File: src/rtl/dh_pkg.sv
// Shared types and constants for the Diffie-Hellman key-exchange blocks.
package dh_pkg;

  localparam int unsigned KEY_W     = 8;
  localparam int unsigned MSG_W     = 64;
  localparam int unsigned PROD_W    = 2 * KEY_W;
  localparam int unsigned MSG_BYTES = MSG_W / 8;
  localparam int unsigned MIN_PRIME = 3;

  // x^8 + x^6 + x^5 + x^4 + 1, Fibonacci form: feedback = s[7]^s[5]^s[4]^s[3]
  localparam logic [KEY_W-1:0] LFSR_TAPS = 8'hB8;

  typedef enum logic [2:0] {
    S_IDLE,
    S_LOAD,
    S_GEN_B,
    S_POW_B,
    S_SEND,
    S_POW_KEY,
    S_WAIT_MSG,
    S_ENCRYPT
  } dh_state_t;

  // Keystream for the byte-wise cipher: byte i = (key + i) mod 256.
  function automatic logic [MSG_W-1:0] key_stream(input logic [KEY_W-1:0] k);
    logic [MSG_W-1:0] ks;
    ks = '0;
    for (int i = 0; i < int'(MSG_BYTES); i++) begin
      ks[i*8 +: 8] = k + KEY_W'(i);
    end
    return ks;
  endfunction

endpackage

File: src/rtl/dh_modexp.sv
// Modular exponentiation x^exp mod m, right-to-left square-and-multiply.
// Ports: clk, rst_n (async active-low), start (1-cycle pulse), x, exp, m -> res, rdy.
// Start cycle loads operands, 8 iteration cycles follow, rdy pulses the cycle after.
module dh_modexp
  import dh_pkg::*;
(
  input  logic             clk,
  input  logic             rst_n,
  input  logic             start,
  input  logic [KEY_W-1:0] x,
  input  logic [KEY_W-1:0] exp,
  input  logic [KEY_W-1:0] m,
  output logic [KEY_W-1:0] res,
  output logic             rdy
);

  logic [KEY_W-1:0]  r_q, r_d, base_q, base_d, e_q, e_d;
  logic [2:0]        cnt_q, cnt_d;
  logic              run_q, run_d, rdy_q, rdy_d;
  logic [PROD_W-1:0] prod_rb, prod_bb;

  // Next-state for one square-and-multiply step
  always_comb begin
    r_d     = r_q;
    base_d  = base_q;
    e_d     = e_q;
    cnt_d   = cnt_q;
    run_d   = run_q;
    rdy_d   = 1'b0;
    prod_rb = PROD_W'(r_q) * PROD_W'(base_q);
    prod_bb = PROD_W'(base_q) * PROD_W'(base_q);
    if (start) begin
      r_d    = KEY_W'(1);
      base_d = x % m;
      e_d    = exp;
      cnt_d  = '0;
      run_d  = 1'b1;
    end else if (run_q) begin
      if (e_q[0]) r_d = KEY_W'(prod_rb % PROD_W'(m));
      base_d = KEY_W'(prod_bb % PROD_W'(m));
      e_d    = e_q >> 1;
      cnt_d  = cnt_q + 3'd1;
      if (cnt_q == 3'd7) begin
        run_d = 1'b0;
        rdy_d = 1'b1;
      end
    end
  end

  // Operand and control registers
  always_ff @(posedge clk or negedge rst_n) begin
    if (!rst_n) begin
      r_q    <= '0;
      base_q <= '0;
      e_q    <= '0;
      cnt_q  <= '0;
      run_q  <= 1'b0;
      rdy_q  <= 1'b0;
    end else begin
      r_q    <= r_d;
      base_q <= base_d;
      e_q    <= e_d;
      cnt_q  <= cnt_d;
      run_q  <= run_d;
      rdy_q  <= rdy_d;
    end
  end

  assign res = r_q;
  assign rdy = rdy_q;

endmodule

File: src/rtl/drone_terminal.sv
// Drone-side Diffie-Hellman peer: latches g/p/A, draws secret b, publishes
// B = g^b mod p, derives key = A^b mod p, then XOR-encrypts 64-bit messages.
// Ports: clk, rst_n (async active-low); cc_rdy, g_in, p_in, A_part_key from C&C;
//        msg_valid, msg from payload; B_part_key, rdy_drone, key_valid, c, c_valid, busy out.
// Build option: DRONE_FIXED_SECRET_EN uses FIXED_B as the secret instead of the LFSR.
module drone_terminal
  import dh_pkg::*;
#(
  parameter logic [KEY_W-1:0] LFSR_SEED = 8'hA5
`ifdef DRONE_FIXED_SECRET_EN
  ,
  parameter logic [KEY_W-1:0] FIXED_B = 8'd15
`endif
) (
  input  logic             clk,
  input  logic             rst_n,
  input  logic             cc_rdy,
  input  logic [KEY_W-1:0] g_in,
  input  logic [KEY_W-1:0] p_in,
  input  logic [KEY_W-1:0] A_part_key,
  input  logic             msg_valid,
  input  logic [MSG_W-1:0] msg,
  output logic [KEY_W-1:0] B_part_key,
  output logic             rdy_drone,
  output logic             key_valid,
  output logic [MSG_W-1:0] c,
  output logic             c_valid,
  output logic             busy
);

  dh_state_t        state_q, state_d;
  logic [KEY_W-1:0] lfsr_q, lfsr_d;
  logic [KEY_W-1:0] g_q, g_d, p_q, p_d, a_q, a_d, b_q, b_d, key_q, key_d;
  logic [KEY_W-1:0] bpk_q, bpk_d;
  logic             rdy_drone_q, rdy_drone_d, key_valid_q, key_valid_d;
  logic [MSG_W-1:0] c_q, c_d;
  logic             c_valid_q, c_valid_d, busy_q, busy_d;
  logic             mx_started_q, mx_started_d;
  logic             mx_start_c, mx_rdy;
  logic [KEY_W-1:0] mx_x_c, mx_res;
  logic             lfsr_fb;

  // Shared exponentiator: base g for B, base A for the key
  assign mx_x_c = (state_q == S_POW_KEY) ? a_q : g_q;

  dh_modexp u_modexp (
    .clk   (clk),
    .rst_n (rst_n),
    .start (mx_start_c),
    .x     (mx_x_c),
    .exp   (b_q),
    .m     (p_q),
    .res   (mx_res),
    .rdy   (mx_rdy)
  );

  assign lfsr_fb = ^(lfsr_q & LFSR_TAPS);

  // Next-state and registered-output logic
  always_comb begin
    state_d      = state_q;
    lfsr_d       = lfsr_q;
    g_d          = g_q;
    p_d          = p_q;
    a_d          = a_q;
    b_d          = b_q;
    key_d        = key_q;
    bpk_d        = bpk_q;
    rdy_drone_d  = rdy_drone_q;
    key_valid_d  = key_valid_q;
    c_d          = c_q;
    c_valid_d    = 1'b0;
    mx_started_d = mx_started_q;
    mx_start_c   = 1'b0;

    // One start pulse on entry to each exponentiation state
    if ((state_q == S_POW_B || state_q == S_POW_KEY) && !mx_started_q) begin
      mx_start_c   = 1'b1;
      mx_started_d = 1'b1;
    end else if (mx_rdy) begin
      mx_started_d = 1'b0;
    end

    unique case (state_q)
      S_IDLE: begin
        if (cc_rdy && (p_in >= KEY_W'(MIN_PRIME))) state_d = S_LOAD;
      end
      S_LOAD: begin
        g_d     = g_in;
        p_d     = p_in;
        a_d     = A_part_key;
        state_d = S_GEN_B;
      end
      S_GEN_B: begin
`ifdef DRONE_FIXED_SECRET_EN
        b_d = FIXED_B;
`else
        // Exponents 0 and 1 would leak g or 1; substitute 2
        b_d = (lfsr_q <= KEY_W'(1)) ? KEY_W'(2) : lfsr_q;
`endif
        lfsr_d  = {lfsr_q[KEY_W-2:0], lfsr_fb};
        state_d = S_POW_B;
      end
      S_POW_B: begin
        if (mx_rdy) begin
          bpk_d   = mx_res;
          state_d = S_SEND;
        end
      end
      S_SEND: begin
        rdy_drone_d = 1'b1;
        state_d     = S_POW_KEY;
      end
      S_POW_KEY: begin
        if (mx_rdy) begin
          key_d       = mx_res;
          key_valid_d = 1'b1;
          state_d     = S_WAIT_MSG;
        end
      end
      S_WAIT_MSG: begin
        // Ciphertext is produced on entry so c_valid covers the ENCRYPT cycle
        if (msg_valid) begin
          c_d       = msg ^ key_stream(key_q);
          c_valid_d = 1'b1;
          state_d   = S_ENCRYPT;
        end
      end
      S_ENCRYPT: state_d = S_WAIT_MSG;
      default:   state_d = S_IDLE;
    endcase

    busy_d = !(state_d == S_IDLE || state_d == S_WAIT_MSG);
  end

  // State register
  always_ff @(posedge clk or negedge rst_n) begin
    if (!rst_n) begin
      state_q      <= S_IDLE;
      lfsr_q       <= LFSR_SEED;
      g_q          <= '0;
      p_q          <= '0;
      a_q          <= '0;
      b_q          <= '0;
      key_q        <= '0;
      bpk_q        <= '0;
      rdy_drone_q  <= 1'b0;
      key_valid_q  <= 1'b0;
      c_q          <= '0;
      c_valid_q    <= 1'b0;
      busy_q       <= 1'b0;
      mx_started_q <= 1'b0;
    end else begin
      state_q      <= state_d;
      lfsr_q       <= lfsr_d;
      g_q          <= g_d;
      p_q          <= p_d;
      a_q          <= a_d;
      b_q          <= b_d;
      key_q        <= key_d;
      bpk_q        <= bpk_d;
      rdy_drone_q  <= rdy_drone_d;
      key_valid_q  <= key_valid_d;
      c_q          <= c_d;
      c_valid_q    <= c_valid_d;
      busy_q       <= busy_d;
      mx_started_q <= mx_started_d;
    end
  end

  assign B_part_key = bpk_q;
  assign rdy_drone  = rdy_drone_q;
  assign key_valid  = key_valid_q;
  assign c          = c_q;
  assign c_valid    = c_valid_q;
  assign busy       = busy_q;

endmodule

File: config.mk
export PLATFORM = sky130hd
export DESIGN_NAME = drone_terminal
export DESIGN_NICKNAME = d
export VERILOG_FILES = /design/src/rtl/dh_pkg.sv /design/src/rtl/dh_modexp.sv /design/src/rtl/drone_terminal.sv
export SDC_FILE = /design/constraint.sdc
export NUM_CORES = 1
export LEC_CHECK = 0
export CAP_MARGIN = 25
export CORE_MARGIN = 2
export CORE_UTILIZATION = 40
export CTS_BUF_LIST = sky130_fd_sc_hd__clkbuf_16
export DETAILED_ROUTE_END_ITERATION = 8
export PLACE_DENSITY_LB_ADDON = 0.05
export SLEW_MARGIN = 5
export SYNTH_ARGS = -nofsm -noshare
export SYNTH_HDL_FRONTEND = slang
export SYNTH_HIERARCHICAL = 1
export SYNTH_SLANG_ARGS = --single-unit
File: constraint.sdc
create_clock -name clk -period 60.9 [get_ports clk]
set_input_delay 12.18 -clock clk [delete_from_list [all_inputs] [get_ports clk]]
set_output_delay 12.18 -clock clk [all_outputs]
set_load 0.005 [all_outputs]
==> out/qor.yml, run 1 <==
status: "completed"
place_congestion: 0.870
drv_cap: 0
synth_area_um2: 22900
grt_usage: 0.225
num_vias: 20921
drive_gt1_frac: 0.0807
numCtsBuffers: 17
drt_iter0_drc: 1120
hold_path.class: "reg -> reg"
postCtsSetupBuffers: 0
core_um2: 56500
slowest_stage: "nand4bb_1"
synth_edf_count: 0
multiInputGateArea_um2: 18000
path_clk_slew_ns: 0.07
start_util: 0.406
seq_area_um2: 3930
fp-row-count: 87
gr-total-overflow: 0
synth-seq-cells: 157
syn_inst: 2771
ioPinCount: 168
crit_top_cell: "o21a_1"
die_area_um2: 59300
cts.sinks: 157
drc: 0
nFillCells: 5492
layout.cells.non_filler: 3667
slew_viol_final: 0
worstMarginPinSlew_ns: 0.969
required_ns: 61.21
critPathMaxStageDelay_ns: 0.75
clk_latency_ns: 0.44
arrival_ns: 39.17
fp.dieW_um: 243
cts_tree: "yes"
num_antenna_cells: 0
path_class: "reg -> reg"
synth_nets: 3208
seq_area_frac_synth: 0.171
synth_cell_type_count: 111
antenna_found_initial: 0
hold_viol: 0
crit_family: "compound AO/OA/AOI/OAI gates"
end_kind: "flip-flop"
fin_util: 0.460
syn_area_per_cell_um2: 8.28
synthArstFlopShare: 1.00
tns_ns: 0
root_buffer: "clkbuf_16"
dp_cells: 3632
totalWireLength_um: 67600
wl_per_cell_um: 18.4
period_needed_ns: 38.86
final_nets: 3335
cts_hold_buffers: 0
grt_pass1_vias: 20393
cts_max_level: 4
ant_nets: 0
die_h_um: 243
path_max_fanout: 17
grt_max_degree: 82
design_area_um2: 26000
dr.pass1.iters: 5
yosysWarnings: 6
min_period_over_period: 0.638
placed_area_um2: 25300
area_growth_pct: 13.4
ys.flop_type: "dfrtp_1"
vias_per_cell: 5.71
worst_clock_skew_ns: 0.0154
grt_pass1_wl_um: 109000
cp-start-kind: "flip-flop"
setup_violations: 0
slew_headroom: 0.354
fmax_mhz: 25.7
cts-resized-gates: 0
portBuffers: 167
crit_buf_inv: 6
rsz0062_at_grt: "no"
place_hpwl_um: 52800
clock_path_buffers: 2
==> sequential cells by signal, indices dropped and copies added, names as in the netlist <==
signal / count
c: 64
u_modexp/run_q: 1
u_modexp/e_q: 8
key_q: 8
c_valid: 1
state_q: 3
B_part_key: 8
u_modexp/cnt_q: 3
key_valid: 1
lfsr_q: 8
p_q: 8
mx_started_q: 1
a_q: 8
g_q: 8
b_q: 8
busy: 1
u_modexp/res: 8
rdy_drone: 1
u_modexp/rdy: 1
u_modexp/base_q: 8
==> through the flow <==
step	hold WS, ns	setup WS (ns)
5_1_grt	0.480	18.75
2_1_floorplan	0.442	27.78
6_report	0.466	22.04
3_3_place_gp	0.453	22.31
4_1_cts	0.465	21.52
3_5_place_dp	0.458	21.69
==> worst register-to-register path: cells and delay by family, from the launching register on <==
kind | cells | cell delay [ns]
mux | 6 | 1.93
flops | 1 | 0.71
fa+ha+maj | 21 | 7.38
simple gates | 33 | 7.84
buf+inv | 6 | 0.95
compound gates | 87 | 19.90
==> cell usage after synthesis (all sizes together) (8+ instances only) <==
library cell,n,area (µm²)
fa,63,1260
nor2,176,671
o211ai,38,285
o21bai,13,97.6
nand3,67,340
dfrtp,153,3830
ha,282,3530
a22oi,10,75.1
nor3b,12,100
and3,17,106
nor3,99,516
a211oi,16,145
nand2,256,963
nand2b,39,244
a21o,80,601
or3,25,161
o21ai,189,953
mux2,107,1220
o21a,93,698
mux2i,38,380
a21oi,141,709
nor4,11,100
buf,42,231
a221oi,10,87.6
inv,162,608
a2111oi,8,90.1
or2,23,146
and2,95,594
nand4,21,138
a31oi,17,106
nor2b,22,138
o31ai,31,233
clkbuf,39,148
nand3b,8,72.6
a211o,14,123
xor2,67,587
or4,19,143
xnor2,140,1230
a21boi,10,86.3
==> cells in the final DEF (no fill, tap or decap), types with 24 or more instances in the layout <==
master,count
a21o_1,80
a21oi_1,140
and2_1,95
clkdlybuf4s50_1,166
dfrtp_1,153
fa_1,63
ha_1,282
inv_1,162
mux2_2,101
mux2i_1,38
nand2_1,255
nand2b_1,39
nand3_1,66
nor2_1,174
nor3_1,95
o211ai_1,38
o21a_1,93
o21ai_0,173
o31ai_1,31
or3_1,24
xnor2_1,140
xor2_1,67
==> path summary, 6_finish.rpt <==
kind,from,endpoint,slack [ns],cells after the start
worst max-delay path,u_modexp/base_q[4]$_DFFE_PN0P_,u_modexp/res[4]$_DFFE_PN0P_,22.04,153
max in group asynchronous,rst_n,lfsr_q[7]$_DFFE_PN1P_,47.94,3
worst min register to register,lfsr_q[0]$_DFFE_PN1P_,lfsr_q[0]$_DFFE_PN1P_,0.47,2
min in group asynchronous,rst_n,c[25]$_DFFE_PN0P_,11.79,1
worst min-delay path,lfsr_q[0]$_DFFE_PN1P_,lfsr_q[0]$_DFFE_PN1P_,0.47,2
worst max register to register,u_modexp/base_q[4]$_DFFE_PN0P_,u_modexp/res[4]$_DFFE_PN0P_,22.04,153
==> per-layer routing <==
layer	wire length, µm	track usage	vias to the layer above	part of all wire
met5	0	0	-	0
met2	30900	0.378	453	0.46
met3	2660	0.0250	76	0.039
li1	-	-	10340	-
met4	1540	0.0619	0	0.023
met1	32500	0.305	10052	0.48
==> kinds of logic (layout without fill, tap and decap cells) <==
| group | after synthesis | after routing | synth area share |
|---|---|---|---|
| xor gates and xnor gates | 207 | 207 | 0.0790 |
| DFF | 157 | 157 | 0.171 |
| muxes | 145 | 145 | 0.0698 |
| and+or+nand+nor | 919 | 919 | 0.206 |
| adders and majority gates | 346 | 346 | 0.209 |
| AOI/OAI and AO/OA | 754 | 754 | 0.222 |
| buffers and inverters | 243 | 383 | 0.0430 |
==> area by class of cell <==
| class | count | share of cell area |
|---|---|---|
| clock inverters | 15 | 0.00784 |
| well taps | 756 | 0.0364 |
| flip-flops and latches | 157 | 0.151 |
| multi-input cells | 2371 | 0.693 |
| repair buffers | 189 | 0.0717 |
| inverters | 162 | 0.0234 |
| clock buffers | 17 | 0.0164 |
Power of run 1 is left out: the tool's default activity adds up to more than one toggle a clock period on the data nets, which glitch-free logic cannot reach.
==> inputs of run 2 (changes only) <==
==> constraint.sdc (replaced) <==
create_clock -name clk -period 33.1 [get_ports clk]
set_input_delay 6.62 -clock clk [delete_from_list [all_inputs] [get_ports clk]]
set_output_delay 6.62 -clock clk [all_outputs]
set_load 0.005 [all_outputs]
==> out/qor.yml, run 2 (same netlist as run 1, synthesis figures left out) <==
status: "completed"
final_common_cell: "ha_1"
final_nets: 3556  # +6.6%
drc: 0  # unchanged
fmax_mhz: 31.7  # +23%
root_buffer: "clkbuf_16"
die_h_um: 243  # unchanged
portBuffers: 167  # unchanged
slew_viol_final: 0  # unchanged
numCtsBuffers: 17  # unchanged
hold_depth: 2  # unchanged
drive_gt1_frac: 0.195  # +0.114
area_growth_pct: 25.0
slowest_stage: "fa_1"
cts_tree: "yes"
clock_path_buffers: 2  # unchanged
num_vias: 21793  # +4.2%
core_um2: 56500  # unchanged
path_class: "reg -> reg"
grt_pass1_vias: 21197  # +3.9%
gr-total-overflow: 0  # unchanged
tns_ns: 0  # unchanged
cts.sinks: 157  # unchanged
period_needed_ns: 31.58  # -7.29 ns
ant_nets: 0  # unchanged
layout_common_cells: "ha_1, nand2_1, buf_4"
crit_top_cell: "o21a_1"
hold_path.class: "reg -> reg"
num_antenna_cells: 0  # unchanged
antenna_found_initial: 0  # unchanged
worstMarginPinSlew_ns: 1.05  # +0.0793 ns
path_clk_slew_ns: 0.07  # about the same
dr.pass1.iters: 5  # unchanged
path_max_fanout: 10  # -7
wl_per_cell_um: 18.4  # about the same
place_congestion: 0.897  # +3.2%
drv_cap: 0  # unchanged
cp-start-kind: "flip-flop"
start_util: 0.406  # unchanged
worst_clock_skew_ns: 0.0160  # +0.000657 ns
end_kind: "flip-flop"
critPathMaxStageDelay_ns: 0.54  # -0.21 ns
fin_util: 0.508  # +0.0472
hold_viol: 0  # unchanged
ioPinCount: 168  # unchanged
clk_latency_ns: 0.45  # about the same
arrival_ns: 31.91  # -7.26 ns
place_hpwl_um: 54800  # +3.7%
required_ns: 33.44  # -27.77 ns
fp.dieW_um: 243  # unchanged
fin_ws_ns: 1.52  # -20.51 ns
vias_per_cell: 5.61  # -1.8%
worst_r2r_path_depth: 157  # +2.6%
nFillCells: 5348  # -2.6%
placed_area_um2: 26400  # +4.3%
cts_hold_buffers: 0  # unchanged
totalWireLength_um: 71600  # +5.9%
min_period_over_period: 0.954  # +0.316
grt_max_degree: 101  # +23%
setup_violations: 0  # unchanged
slew_headroom: 0.293  # -0.0602
die_area_um2: 59300  # unchanged
cts_max_level: 4  # unchanged
dpl_worst_slack_ns: -1.30  # -22.99 ns
largest_reg_flops: 64  # unchanged
design_area_um2: 28700  # +10%
grt_usage: 0.234  # +0.00912
grt_pass1_wl_um: 113000  # +3.8%
fp-row-count: 87  # unchanged
drt_iter0_drc: 1170  # +4.5%
==> run 2: cell count changes in the layout (fill, tap and decap cells not counted), sizes merged <==
cell,previous run,this run
buf,22,243
bufinv,3,0
clkinv,4,6
clkinvlp,1,3
clkbuf,18,17
clkdlybuf4s15,0,1
inv,169,168
==> run 2: final cells by class <==
| cell class | instances | area, µm² | share of cell area |
|---|---|---|---|
| inverters | 162 | 608 | 0.0212 |
| clock inverters | 15 | 175 | 0.00611 |
| multi-input cells | 2371 | 19000 | 0.663 |
| flip-flops and latches | 157 | 3940 | 0.137 |
| well taps | 756 | 946 | 0.0330 |
| clock buffers | 17 | 425 | 0.0148 |
| repair buffers | 410 | 3580 | 0.125 |
==> run 2: critical path: cells and delay by family, from the launching register on <==
family | cells | cell delay, ns
adders and majority gates | 21 | 7.13
muxes | 4 | 0.95
buffers and inverters | 12 | 1.33
and+or+nand+nor | 48 | 8.53
AOI/OAI and AO/OA | 72 | 13.08
DFF | 1 | 0.45
==> run 2: metrics by stage <==
step	std cells	hold slack, ns
5_1_grt	3888	0.485
3_5_place_dp	3775	0.454
2_1_floorplan	2771	0.442
3_3_place_gp	3774	0.450
4_1_cts	3816	0.465
6_report	3888	0.463
==> run 2: routing by layer <==
layer	vias to the layer above	global-route usage	wire length [µm]
li1	10763	-	-
met1	10455	0.325	34300
met2	481	0.385	32900
met3	94	0.0245	2640
met4	0	0.0637	1760
met5	-	0	0
==> run 2: timing repair <==
item	in CTS	in global routing
cloned	0	2
pin swaps	8	93
setup buffers	9	69
gates resized for setup	37	196
setup endpoints to repair	16	16
==> run 2: path summary, 6_finish.rpt <==
path / startpoint / to / slack (ns)
setup / recovery: u_modexp/base_q[2]$_DFFE_PN0P_ / u_modexp/base_q[0]$_DFFE_PN0P_ / 1.52
hold / removal: lfsr_q[0]$_DFFE_PN1P_ / lfsr_q[0]$_DFFE_PN1P_ / 0.46
setup reg to reg: u_modexp/base_q[2]$_DFFE_PN0P_ / u_modexp/base_q[0]$_DFFE_PN0P_ / 1.52
hold reg to reg: lfsr_q[0]$_DFFE_PN1P_ / lfsr_q[0]$_DFFE_PN1P_ / 0.46
max in group asynchronous: rst_n / u_modexp/res[3]$_DFFE_PN0P_ / 25.56
min in group asynchronous: rst_n / c[25]$_DFFE_PN0P_ / 6.00
Power of run 2 is left out for the same reason.
==> inputs of run 3 (changes only) <==
==> constraint.sdc (replaced) <==
create_clock -name clk -period 27.3 [get_ports clk]
set_input_delay 5.46 -clock clk [delete_from_list [all_inputs] [get_ports clk]]
set_output_delay 5.46 -clock clk [all_outputs]
set_load 0.005 [all_outputs]
==> out/qor.yml, run 3 (same netlist as run 1, synthesis figures left out) <==
fin_ws_ns: -3.62  # -5.14 ns
clk_latency_ns: 0.44  # about the same
path_clk_slew_ns: 0.07  # about the same
cts_tree: "yes"
cts.sinks: 157  # unchanged
numCtsBuffers: 17  # unchanged
grt_max_degree: 94  # -6.9%
period_needed_ns: 30.92  # -0.661 ns
final_common_cell: "buf_4"
num_vias: 24818  # +14%
fp-row-count: 87  # unchanged
cts_max_level: 4  # unchanged
final_nets: 4299  # +21%
vias_per_cell: 5.36  # -4.4%
place_congestion: 0.906  # +0.94%
slew_headroom: 0.229  # -0.0649
slew_viol_final: 0  # unchanged
required_ns: 27.62  # -5.82 ns
path_class: "reg -> reg"
portBuffers: 167  # unchanged
grt_pass1_wl_um: 130000  # +15%
met3_usage: 0.0228  # -0.00165
num_antenna_cells: 0  # unchanged
violations: "setup timing"
top_usage_layer: "met2"
gr-total-overflow: 0  # unchanged
drt_iter0_drc: 1296  # +11%
layout.cells.non_filler: 4631  # +19%
grt_usage: 0.267  # +0.0333
slowest_stage: "fa_1"
cts_hold_buffers: 0  # unchanged
hold_viol: 0  # unchanged
holdWs_ns: 0.479  # +0.0160 ns
critPathMaxStageDelay_ns: 0.55  # about the same
totalWireLength_um: 81200  # +13%
start_util: 0.406  # unchanged
worstMarginPinSlew_ns: 1.15  # +0.104 ns
wl_per_cell_um: 17.5  # -4.8%
ioPinCount: 168  # unchanged
die_area_um2: 59300  # unchanged
area_growth_pct: 53.1
drv_cap: 0  # unchanged
end_kind: "flip-flop"
grt_pass1_vias: 25158  # +19%
min_period_over_period: 1.13  # +0.178
dr.pass1.iters: 5  # unchanged
setup_violations: 16  # +16
dp_cells: 4439  # +18%
hold_path.class: "reg -> reg"
antenna_found_initial: 1  # +1
place_hpwl_um: 62500  # +14%
met2_usage: 0.471  # +0.0858
core_um2: 56500  # unchanged
status: "complete, but fails checks"
crit_top_cell: "o21a_1"
worst_clock_skew_ns: 0.00828  # -0.00777 ns
layout_common_cells: "buf_4, nand2_1, ha_1"
path_max_fanout: 7  # -3
dpl_worst_slack_ns: -4.50  # -3.21 ns
root_buffer: "clkbuf_16"
ant_nets: 0  # unchanged
fp.dieW_um: 243  # unchanged
cp-start-kind: "flip-flop"
drive_gt1_frac: 0.378  # +0.183
grt.met1_usage: 0.351  # +0.0263
clock_path_buffers: 2  # unchanged
fmax_mhz: 32.3  # +2.1%
largest_reg_flops: 64  # unchanged
nFillCells: 4923  # -7.9%
arrival_ns: 31.24  # -0.67 ns
die_h_um: 243  # unchanged
rsz0062_at_grt: "yes"
drc: 0  # unchanged
[run 3: cell types whose count changed in the layout (fill, tap and decap cells not counted), moves of 12 or more]
cell     before  now
buf_4       234  966
ha_1        265  244
ha_4         14   35
a21oi_1     111   98
o21ai_0     146  133
nor2_1      165  153
nor2_2        6   18
o21ai_2      14   26
[run 3: critical path, delay by kind of cell (launching register included)]
| family | cells | cell delay, ns |
|---|---|---|
| compound gates | 74 | 13.43 |
| xor+xnor | 1 | 0.22 |
| fa+ha+maj | 21 | 6.55 |
| buf+inv | 12 | 1.30 |
| flops | 1 | 0.41 |
| mux | 4 | 1.00 |
| simple gates | 47 | 7.82 |
[run 3: worst paths after layout]
kind	end	from	cells after the start	slack, ns
worst min register to register	b_q[3]$_DFFE_PN0P_	b_q[3]$_DFFE_PN0P_	2	0.48
worst max-delay path	u_modexp/base_q[0]$_DFFE_PN0P_	u_modexp/base_q[6]$_DFFE_PN0P_	159	-3.62
max in group asynchronous	c[36]$_DFFE_PN0P_	rst_n	2	20.78
worst min-delay path	b_q[3]$_DFFE_PN0P_	b_q[3]$_DFFE_PN0P_	2	0.48
min in group asynchronous	a_q[3]$_DFFE_PN0P_	rst_n	1	5.10
worst max register to register	u_modexp/base_q[0]$_DFFE_PN0P_	u_modexp/base_q[6]$_DFFE_PN0P_	159	-3.62
[run 3: final cells by class]
cell class                 instances  area (µm²)  share of cell area
multi-input combinational       2371       19800               0.565
inverter                         162         611              0.0174
clock buffer                      17         425              0.0121
timing repair buffer            1153        9170               0.261
clock inverter                    15         179             0.00510
tap                              756         946              0.0269
sequential                       157        3940               0.112
[run 3: what timing repair did]
| action | CTS | global route |
|---|---|---|
| pin swaps | 139 | 162 |
| setup endpoints to repair | 16 | 16 |
| gates resized for setup | 118 | 122 |
| setup buffers | 95 | 63 |
| gates cloned | 0 | 1 |
[run 3: stage by stage]
stage	util	instance area, µm²	setup TNS [ns]
floorplan	-	23700	-41.92
global placement	0.568	32100	-47.02
detailed placement	0.568	32100	-55.72
CTS	0.603	34100	-47.74
global route	0.621	35100	-72.79
finish	0.621	35100	-45.41
[run 3: metal layers]
| metal | wire, µm | vias to the layer above |
|---|---|---|
| li1 | - | 12259 |
| met1 | 37100 | 11933 |
| met2 | 39500 | 504 |
| met3 | 2730 | 122 |
| met4 | 1890 | 0 |
| met5 | 0 | - |
Power of run 3 is left out for the same reason.
